**config.mk**
```make
export PLATFORM = sky130hd
export DESIGN_NAME = ponte_cmd_sequencer_flat
export DESIGN_NICKNAME = d
export VERILOG_FILES = /design/src/rtl/ponte_cmd_sequencer_if.sv /design/src/rtl/ponte_cmd_sequencer.sv /design/src/flat_wrapper.sv
export SDC_FILE = /design/constraint.sdc
export NUM_CORES = 1
export LEC_CHECK = 0
export BUFFER_PORTS_ARGS = -buffer_cell sky130_fd_sc_hd__clkbuf_2
export CAP_MARGIN = 20
export CORE_ASPECT_RATIO = 0.75
export CORE_MARGIN = 1.5
export CORE_UTILIZATION = 55
export CTS_CLUSTER_DIAMETER = 40
export DETAILED_ROUTE_END_ITERATION = 10
export GPL_TIMING_DRIVEN = 0
export HOLD_SLACK_MARGIN = 0.15
export MAX_ROUTING_LAYER = met4
export PLACE_DENSITY_LB_ADDON = 0.3
export SYNTH_ARGS = -nofsm -noshare
export SYNTH_HDL_FRONTEND = slang
export SYNTH_SLANG_ARGS = --single-unit
```
**constraint.sdc**
```tcl
create_clock -name clk -period 2.3 [get_ports clk]
set_clock_uncertainty 0.15 [all_clocks]
set_input_delay 0.23 -clock clk [delete_from_list [all_inputs] [get_ports clk]]
set_output_delay 0.23 -clock clk [all_outputs]
set_load 0.01 [all_outputs]
```
**src/rtl/ponte_cmd_sequencer_if.sv**
```systemverilog
// ---------------------------------------------------------------------------
// ponte_cmd_if
// Command handshake between the bridge sequencer and the zoom coprocessor.
//   cmd_valid   : sequencer -> coprocessor, command is being offered
//   cmd_ready   : coprocessor -> sequencer, command accepted this cycle
//   cmd_opcode  : sequencer -> coprocessor, 4-bit opcode of the command
//   cmd_operand : sequencer -> coprocessor, 10-bit operand of the command
//   op_done     : coprocessor -> sequencer, single-cycle completion pulse
// master = sequencer side, slave = coprocessor side.
// ---------------------------------------------------------------------------
interface ponte_cmd_if;
  logic       cmd_valid;
  logic       cmd_ready;
  logic [3:0] cmd_opcode;
  logic [9:0] cmd_operand;
  logic       op_done;

  modport master (
    output cmd_valid,
    output cmd_opcode,
    output cmd_operand,
    input  cmd_ready,
    input  op_done
  );

  modport slave (
    input  cmd_valid,
    input  cmd_opcode,
    input  cmd_operand,
    output cmd_ready,
    output op_done
  );
endinterface

```
**src/rtl/ponte_cmd_sequencer.sv**
```systemverilog
// ---------------------------------------------------------------------------
// ponte_cmd_sequencer
// Fabric-side controller for the 15-bit HPS-to-FPGA command bridge PIO.
// A new command is recognised when the request toggle in the bridge word
// differs from the ack toggle reported back to the HPS. The command is
// offered to the coprocessor on a valid/ready handshake, completion is
// awaited with a timeout, and the outcome is reported on an 8-bit status.
//
// Ports:
//   clk      : system clock (bridge PIO and coprocessor share this domain)
//   reset_n  : asynchronous, active-low reset
//   pio_word : [14] request toggle, [13:10] opcode, [9:0] operand
//   cmd      : command handshake to the coprocessor (master modport)
//   status   : [0] busy, [1] ack toggle, [2] error, [3] timeout,
//              [7:4] last accepted opcode
// ---------------------------------------------------------------------------
module ponte_cmd_sequencer #(
  parameter int          TIMEOUT_CYCLES = 1000000,
  parameter logic [15:0] VALID_OP_MASK  = 16'h00FF
) (
  input  logic          clk,
  input  logic          reset_n,
  input  logic [14:0]   pio_word,
  ponte_cmd_if.master   cmd,
  output logic [7:0]    status
);

  localparam int                CNT_W    = $clog2(TIMEOUT_CYCLES) + 1;
  localparam logic [CNT_W-1:0] CNT_LAST = CNT_W'(TIMEOUT_CYCLES - 1);

  typedef enum logic [1:0] {
    IDLE      = 2'd0,
    ISSUE     = 2'd1,
    WAIT_DONE = 2'd2,
    REPORT    = 2'd3
  } state_e;

  state_e state_q, state_d;

  logic             tog_q,     tog_d;      // toggle captured with the command
  logic             ack_q,     ack_d;      // toggle acknowledged to the HPS
  logic             busy_q,    busy_d;
  logic             err_q,     err_d;
  logic             to_q,      to_d;
  logic [3:0]       last_op_q, last_op_d;
  logic [3:0]       opc_q,     opc_d;
  logic [9:0]       opr_q,     opr_d;
  logic [CNT_W-1:0] cnt_q,     cnt_d;

  // Level compare: a toggle that flips twice while busy is not seen.
  logic req_new;
  logic op_legal;
  logic at_limit;

  assign req_new  = (pio_word[14] != ack_q);
  assign op_legal = VALID_OP_MASK[pio_word[13:10]];
  assign at_limit = (cnt_q == CNT_LAST);

  // State register
  always_ff @(posedge clk or negedge reset_n) begin
    if (!reset_n) begin
      state_q <= IDLE;
    end else begin
      state_q <= state_d;
    end
  end

  // Next-state logic
  always_comb begin
    state_d = state_q;
    case (state_q)
      IDLE: begin
        if (req_new) begin
          state_d = op_legal ? ISSUE : REPORT;
        end
      end
      ISSUE: begin
        if (cmd.cmd_ready) begin
          state_d = WAIT_DONE;
        end
      end
      WAIT_DONE: begin
        if (cmd.op_done || at_limit) begin
          state_d = REPORT;
        end
      end
      REPORT:  state_d = IDLE;
      default: state_d = IDLE;
    endcase
  end

  // Datapath next values (command capture, flags, timeout counter)
  always_comb begin
    tog_d     = tog_q;
    ack_d     = ack_q;
    busy_d    = busy_q;
    err_d     = err_q;
    to_d      = to_q;
    last_op_d = last_op_q;
    opc_d     = opc_q;
    opr_d     = opr_q;
    cnt_d     = cnt_q;
    case (state_q)
      IDLE: begin
        if (req_new) begin
          tog_d     = pio_word[14];
          opc_d     = pio_word[13:10];
          opr_d     = pio_word[9:0];
          last_op_d = pio_word[13:10];
          busy_d    = 1'b1;
          to_d      = 1'b0;
          err_d     = !op_legal;
        end
      end
      ISSUE: begin
        if (cmd.cmd_ready) begin
          cnt_d = '0;
        end
      end
      WAIT_DONE: begin
        cnt_d = cnt_q + CNT_W'(1);
        // Completion in the terminal cycle takes precedence over the abort.
        if (!cmd.op_done && at_limit) begin
          err_d = 1'b1;
          to_d  = 1'b1;
        end
      end
      REPORT: begin
        ack_d  = tog_q;
        busy_d = 1'b0;
      end
      default: ;
    endcase
  end

  always_ff @(posedge clk or negedge reset_n) begin
    if (!reset_n) begin
      tog_q     <= 1'b0;
      ack_q     <= 1'b0;
      busy_q    <= 1'b0;
      err_q     <= 1'b0;
      to_q      <= 1'b0;
      last_op_q <= 4'd0;
      opc_q     <= 4'd0;
      opr_q     <= 10'd0;
      cnt_q     <= '0;
    end else begin
      tog_q     <= tog_d;
      ack_q     <= ack_d;
      busy_q    <= busy_d;
      err_q     <= err_d;
      to_q      <= to_d;
      last_op_q <= last_op_d;
      opc_q     <= opc_d;
      opr_q     <= opr_d;
      cnt_q     <= cnt_d;
    end
  end

  // Outputs: cmd_valid is a pure function of the state, so it drops
  // together with the state register on reset.
  always_comb begin
    cmd.cmd_valid   = (state_q == ISSUE);
    cmd.cmd_opcode  = opc_q;
    cmd.cmd_operand = opr_q;
    status          = {last_op_q, to_q, err_q, ack_q, busy_q};
  end

endmodule

```
**src/flat_wrapper.sv**
```systemverilog
// flat-port wrapper written by rule: the top's interface ports become plain ports
module ponte_cmd_sequencer_flat 
#(
  parameter int          TIMEOUT_CYCLES = 1000000,
  parameter logic [15:0] VALID_OP_MASK  = 16'h00FF
)
  (clk, reset_n, pio_word, status, cmd_cmd_valid, cmd_cmd_opcode, cmd_cmd_operand, cmd_cmd_ready, cmd_op_done);
  ponte_cmd_if cmd_i ();
  input  logic clk;
  input  logic reset_n;
  input  logic [14:0] pio_word;
  output logic [7:0] status;
  output wire logic [$bits(cmd_i.cmd_valid)-1:0] cmd_cmd_valid;
  output wire logic [$bits(cmd_i.cmd_opcode)-1:0] cmd_cmd_opcode;
  output wire logic [$bits(cmd_i.cmd_operand)-1:0] cmd_cmd_operand;
  input wire logic [$bits(cmd_i.cmd_ready)-1:0] cmd_cmd_ready;
  input wire logic [$bits(cmd_i.op_done)-1:0] cmd_op_done;
  assign cmd_cmd_valid = cmd_i.cmd_valid;
  assign cmd_cmd_opcode = cmd_i.cmd_opcode;
  assign cmd_cmd_operand = cmd_i.cmd_operand;
  assign cmd_i.cmd_ready = cmd_cmd_ready;
  assign cmd_i.op_done = cmd_op_done;
  ponte_cmd_sequencer #(.TIMEOUT_CYCLES(TIMEOUT_CYCLES), .VALID_OP_MASK(VALID_OP_MASK)) u_core (.clk(clk), .reset_n(reset_n), .pio_word(pio_word), .cmd(cmd_i), .status(status));
endmodule
```
# == Yosys cells after proc, flatten, opt, wreduce, memory -nomap -nowiden ==
# Memories as Yosys holds them, arrays and structs flattened.
# Cells that the tools add are included.
# Widths: inputs -> output; s select.
# totals
ff_bits,42
rom_bits,16
word_cells,49
mem_count,1
# classes
n_addsub,1
magnitude_cmp,1
n_eq_ne,9
mux,15
reduce_logical,13
# mem_list
memory,depth,word_bits,read_ports,rd_clocked_by_memory_dff,wr,line,text
(no name shown),16,1,1,0,0,ponte_cmd_sequencer.sv:56,assign op_legal = VALID_OP_MASK[pio_word[13:10]];
# op_table
operator,count
$pmux 21 s2,1
$add 21x1->21 const B,1
$eq 21x20->1 const B,1
$mux 21,1
$mux 2,4
$ne 2x1->1 const B,4
$pmux 2 s4,1
$pmux 1 s2,3
$reduce_and 2->1,3
$reduce_and 3->1,2
$reduce_bool 2->1,3
$lt 4x5->1 const B,1
$mux 1,5
$eq 2x2->1 const B,2
$eq 2x1->1 const B,1
$logic_not 1->1,2
$logic_not 2->1,1
$logic_and 1x1->1,1
$logic_or 1x1->1,1
$ne 1x1->1,1

# == Logic depth before layout (Yosys ltp) ==
# logic_depth
word_depth,5
depth_mapped,8
ltp_nobuf,6

# == Worst setup path after synthesis ==
# No wires, ideal clock.
# synth_timing
path_kind,reg-to-reg
startpoint,register u_core.state_q[1]
endpoint,register u_core.cnt_q[19]
setup_ns,0.079
t_arrival_ns,1.784
required_ns,2.071
path_slack_ns,0.287
stages_incl_launch_ff,8
path_buffers,1
cell_sequence,dfrtp_1 inv_1 ha_1 mux2_4 nand4_2 clkbuf_1 nor4_1 mux2i_1
# synth_via
elab_chain_cells,3
word_cells_on_any_way,6
cone_classes,3 x eq/ne; 1 x mux; 2 x reduce/logical
# synth_lines
item,line,text
start: declaration,ponte_cmd_sequencer.sv:38,"state_e state_q, state_d;"
start signal: assignment,ponte_cmd_sequencer.sv:64,state_q <= state_d;
$eq 2x1->1 *,n/a,
via cmd_cmd_valid,flat_wrapper.sv:13,output wire logic [$bits(cmd_i.cmd_valid)-1:0] cmd_cmd_valid;
$ne 2x1->1 (no line) or $reduce_bool 2->1 (tied branches),n/a,
$reduce_and 2->1 (no line),n/a,
end signal: assignment,ponte_cmd_sequencer.sv:156,cnt_q <= cnt_d;
end: declaration,ponte_cmd_sequencer.sv:48,"logic [CNT_W-1:0] cnt_q, cnt_d;"
# The timed path passes the listed nets; every way through them passes the cells marked *.
# A chain may end at the register's enable or synchronous reset.

# == Final worst setup path ==
# layout_timing
startpoint,register u_core.state_q[0]
endpoint,register u_core.cnt_q[9]
# layout_via
elab_chain_cells,3
word_cells_on_any_way,6
cone_classes,3 x eq/ne; 1 x mux; 2 x reduce/logical
# layout_lines
item,line,text
$eq 2x1->1 or $eq 2x2->1 (tied branches),ponte_cmd_sequencer.sv:103,case (state_q)
$ne 2x1->1 (no line) or $reduce_bool 2->1 (tied branches),n/a,
$reduce_and 2->1 (no line),n/a,
# Parallel ways exist; a longest one is shown, timed or not.

==> results.md <==
Route
- 15.4 um — mean routed wirelength per cell
- 106 — number of DRC markers after the initial detailed-route iteration
- 4 — iteration count of the initial detailed-routing pass
- 1850 — routed via count
- 5080 um — Routed Wire Length
- 5.59 — Vias per Instance
- 0 — # DRC
- 0 — DRT antenna net count

Power and ir drop
- 1100 nW/um2 — power density normalized to cell area
- 0.814 mV — worst voltage drop across the vdd grid
- 35.6% — switching power as a share of total power
- 1990 uW — internal portion of total power
- 41.6% — Comb power frac
- 35.6% — Reg power frac
- 22.8% — part of the total power dissipated in the clock network
- 3090 uW — power after layout
- 0.00130 uW — static leakage
- 1100 uW — Switching Power

Flow run
- 0 — count of maximum capacitance violations

STA
- 96.8% — final clock period utilization by the worst path
- 0 — Finish-stage setup viols
- 0 — number of pins exceeding their max-slew limit in the final report
- 0.0737 ns — least setup slack across all paths after layout
- 67.2% — tightest slew margin relative to the limit
- 0 — Final Hold Violating Endpoints
- 0.493 ns — Worst Max-Slew Pin Slew
- 2.23 ns — time the final worst path needs with I/O delays and setup
- yes — setup repair after global routing missed its margin
- 0.449 GHz — Peak Freq

Worst setup path
- 0.07 ns — worst-case register-to-register setup slack
- 10 — peak fanout along the critical path
- 2.30 ns — data arrival time of the critical path
- register to register — Setup Crit Path Kind
- register — Worst setup SP type
- 2.37 ns — critical path required time
- register — type of element capturing the critical path

Placement
- 306 — count of placed standard cells including taps
- 3300 um — placed wire-length estimate
- -0.0239 ns — Placement Setup Slack
- 0.811 — Routability Congestion
- 41 — port buffer count
- 2460 um2 — cell area after placement

Synth
- 237 — number of nets produced by synthesis
- 43 — Netlist cell types
- 0 — count of flip-flops with a built-in enable after synthesis
- sky130_fd_sc_hd__dfrtp_1 — most common cell in the netlist
- 100% — FFs w/ async S/R, synth
- 10.3 um2 — Avg Synthesized Cell Area
- 42 — flip-flop and latch count after synthesis
- sky130_fd_sc_hd__dfrtp_1 (42), sky130_fd_sc_hd__nand2_1 (18), sky130_fd_sc_hd__o21ai_0 (16) — most frequent cells after synthesis
- 47.9% — fraction of synthesized cell area taken by the top area cell type
- 213 — number of cells produced by synthesis
- 0 — Syn. warnings
- sky130_fd_sc_hd__dfrtp_1 — Post-synth top flop
- 2190 um2 — Cell Area, Synth
- 47.9% — portion of the post-synthesis area used by sequential elements
- sky130_fd_sc_hd__dfrtp_1 (48%), sky130_fd_sc_hd__mux2_2 (7.7%), sky130_fd_sc_hd__o21ai_0 (3.7%) — biggest area contributors in the synthesized netlist
- sky130_fd_sc_hd__dfrtp_1 — most area-hungry cell type in the Yosys netlist

CTS
- 0 — number of buffers inserted by post-CTS setup repair
- sky130_fd_sc_hd__clkbuf_8 — root buffer cell
- built — CTS tree
- 42 — Clock Sinks
- 5 — TritonCTS Buffers
- 0.08 ns — clock slew at the register clock pins of the worst setup and hold paths
- 0.30 ns — Skew-Pair Late Insertion Delay
- 2 — maximum number of buffers from clock root to sink
- 2 — deepest level of the CTS H-tree

Floorplanning
- 19 — number of placement rows
- 75.9 um — Die W
- 42 — count of pins on the block boundary
- 58.7% — effective utilization at floorplan
- 57.7 um — die height
- 4380 um2 — Total Die Area
- 3730 um2 — standard cell core area

Finish
- 0 — number of antenna repair diodes
- 28.0% — area growth from synthesis to layout
- 75.2% — fin util
- 30.5% — ratio of cells with drive above 1 in the final layout
- 331 — final cell count without fillers
- 302 — net count of the finished layout
- 2810 um2 — design area

Global route
- 0 — antenna violations before repair
- 8210 um — first-pass GRT wire length
- 25.1% — aggregate global-route resource usage
- 1774 — vias in the first global route
- 0 — global route total overflow
- 43 — pin count of the biggest net entering global routing

Outcome
- finished clean — status

Worst hold path
- input pin to asynchronous set/reset pin — Hold Crit Class

-- metrics by stage --
stage	hold slack (ns)	TNS (ns)
detailed placement	0.311	-0.0330
finish	0.128	0
global route	0.150	-0.0105
global placement	0.314	0
CTS	0.265	0
floorplan	-0.216	0
-- per-layer routing --
layer	global-route usage [%]	up-vias	wire length, um
met5	-	-	0
met4	8.99	0	78
met3	4.41	10	184
met2	40.9	46	2460
met1	32.3	905	2360
li1	-	889	-
-- area by class of cell --
type	count	area (um2)
clock inverters	3	68.8
repair buffers	58	385
plain buffers	17	105
inverters	6	22.5
flip-flops and latches	42	1050
clock buffers	5	68.8
well taps	52	65.1
multi-input cells	148	1040
fillers	257	926
-- sequential cells by signal, summed over array words and instances, names as in the netlist --
signal,cells
u_core.cnt_q,21
u_core.cmd.cmd_operand,10
u_core.last_op_q,4
u_core.state_q,2
u_core.ack_q,1
u_core.busy_q,1
u_core.err_q,1
u_core.to_q,1
u_core.tog_q,1
-- power by group through the flow --
stage / combinational [uW] / sequential (uW) / clock (uW)
6_report: 1280 / 1100 / 703
5_1_grt: 1400 / 1120 / 738
3_5_place_dp: 1230 / 1110 / 0
3_3_place_gp: 1180 / 1090 / 0
2_1_floorplan: 782 / 1140 / 0
4_1_cts: 1270 / 1090 / 712
-- worst max-delay path, cell delays in order (launching register included) --
cell and delay [ns]:
sky130_fd_sc_hd__dfrtp_1 0.42, sky130_fd_sc_hd__inv_1 0.10, sky130_fd_sc_hd__ha_1 0.15, sky130_fd_sc_hd__clkbuf_4 0.18
sky130_fd_sc_hd__mux2_4 0.21, sky130_fd_sc_hd__nand4_2 0.16, sky130_fd_sc_hd__buf_4 0.21, sky130_fd_sc_hd__or3_1 0.37
sky130_fd_sc_hd__a21oi_1 0.18
-- repair_timing --
action	CTS	global route
resized for setup	5	3
gates cloned	0	0
pin swaps	0	0
hold buffers	16	0
hold endpoints to repair	57	0
setup endpoints to repair	4	5
-- path summary, 6_finish.rpt --
| path | from | endpoint | cells past startpoint |
|---|---|---|---|
| worst min-delay path | reset_n | u_core.cnt_q[20] | 2 |
| min in group clk | cmd_op_done | u_core.to_q | 4 |
| worst max-delay path | u_core.state_q[0] | u_core.cnt_q[9] | 8 |
| worst min register to register | u_core.cnt_q[2] | u_core.cnt_q[2] | 1 |
| max in group asynchronous | reset_n | u_core.cnt_q[6] | 3 |
| worst max register to register | u_core.state_q[0] | u_core.cnt_q[9] | 8 |
-- layout by cell type, fill, tap and decap left out, types with 6 or more instances in the layout --
| cell type | instances |
|---|---|
| sky130_fd_sc_hd__a21oi_1 | 12 |
| sky130_fd_sc_hd__buf_4 | 9 |
| sky130_fd_sc_hd__clkbuf_2 | 42 |
| sky130_fd_sc_hd__dfrtp_1 | 42 |
| sky130_fd_sc_hd__dlygate4sd3_1 | 16 |
| sky130_fd_sc_hd__inv_1 | 6 |
| sky130_fd_sc_hd__mux2_2 | 15 |
| sky130_fd_sc_hd__mux2i_1 | 7 |
| sky130_fd_sc_hd__nand2_1 | 18 |
| sky130_fd_sc_hd__nand3_1 | 6 |
| sky130_fd_sc_hd__nor2_1 | 6 |
| sky130_fd_sc_hd__o21ai_0 | 16 |
| sky130_fd_sc_hd__or3_1 | 6 |
-- kinds of logic after synthesis --
group	after synthesis	share of synthesized area, %
and+or+nand+nor	74	18.8
buffers and inverters	23	5.54
xor gates and xnor gates	4	1.60
adders and majority gates	5	2.85
muxes	23	11.6
AOI/OAI and AO/OA	42	11.7
DFF	42	47.9
(Power assumes the default switching activity.)
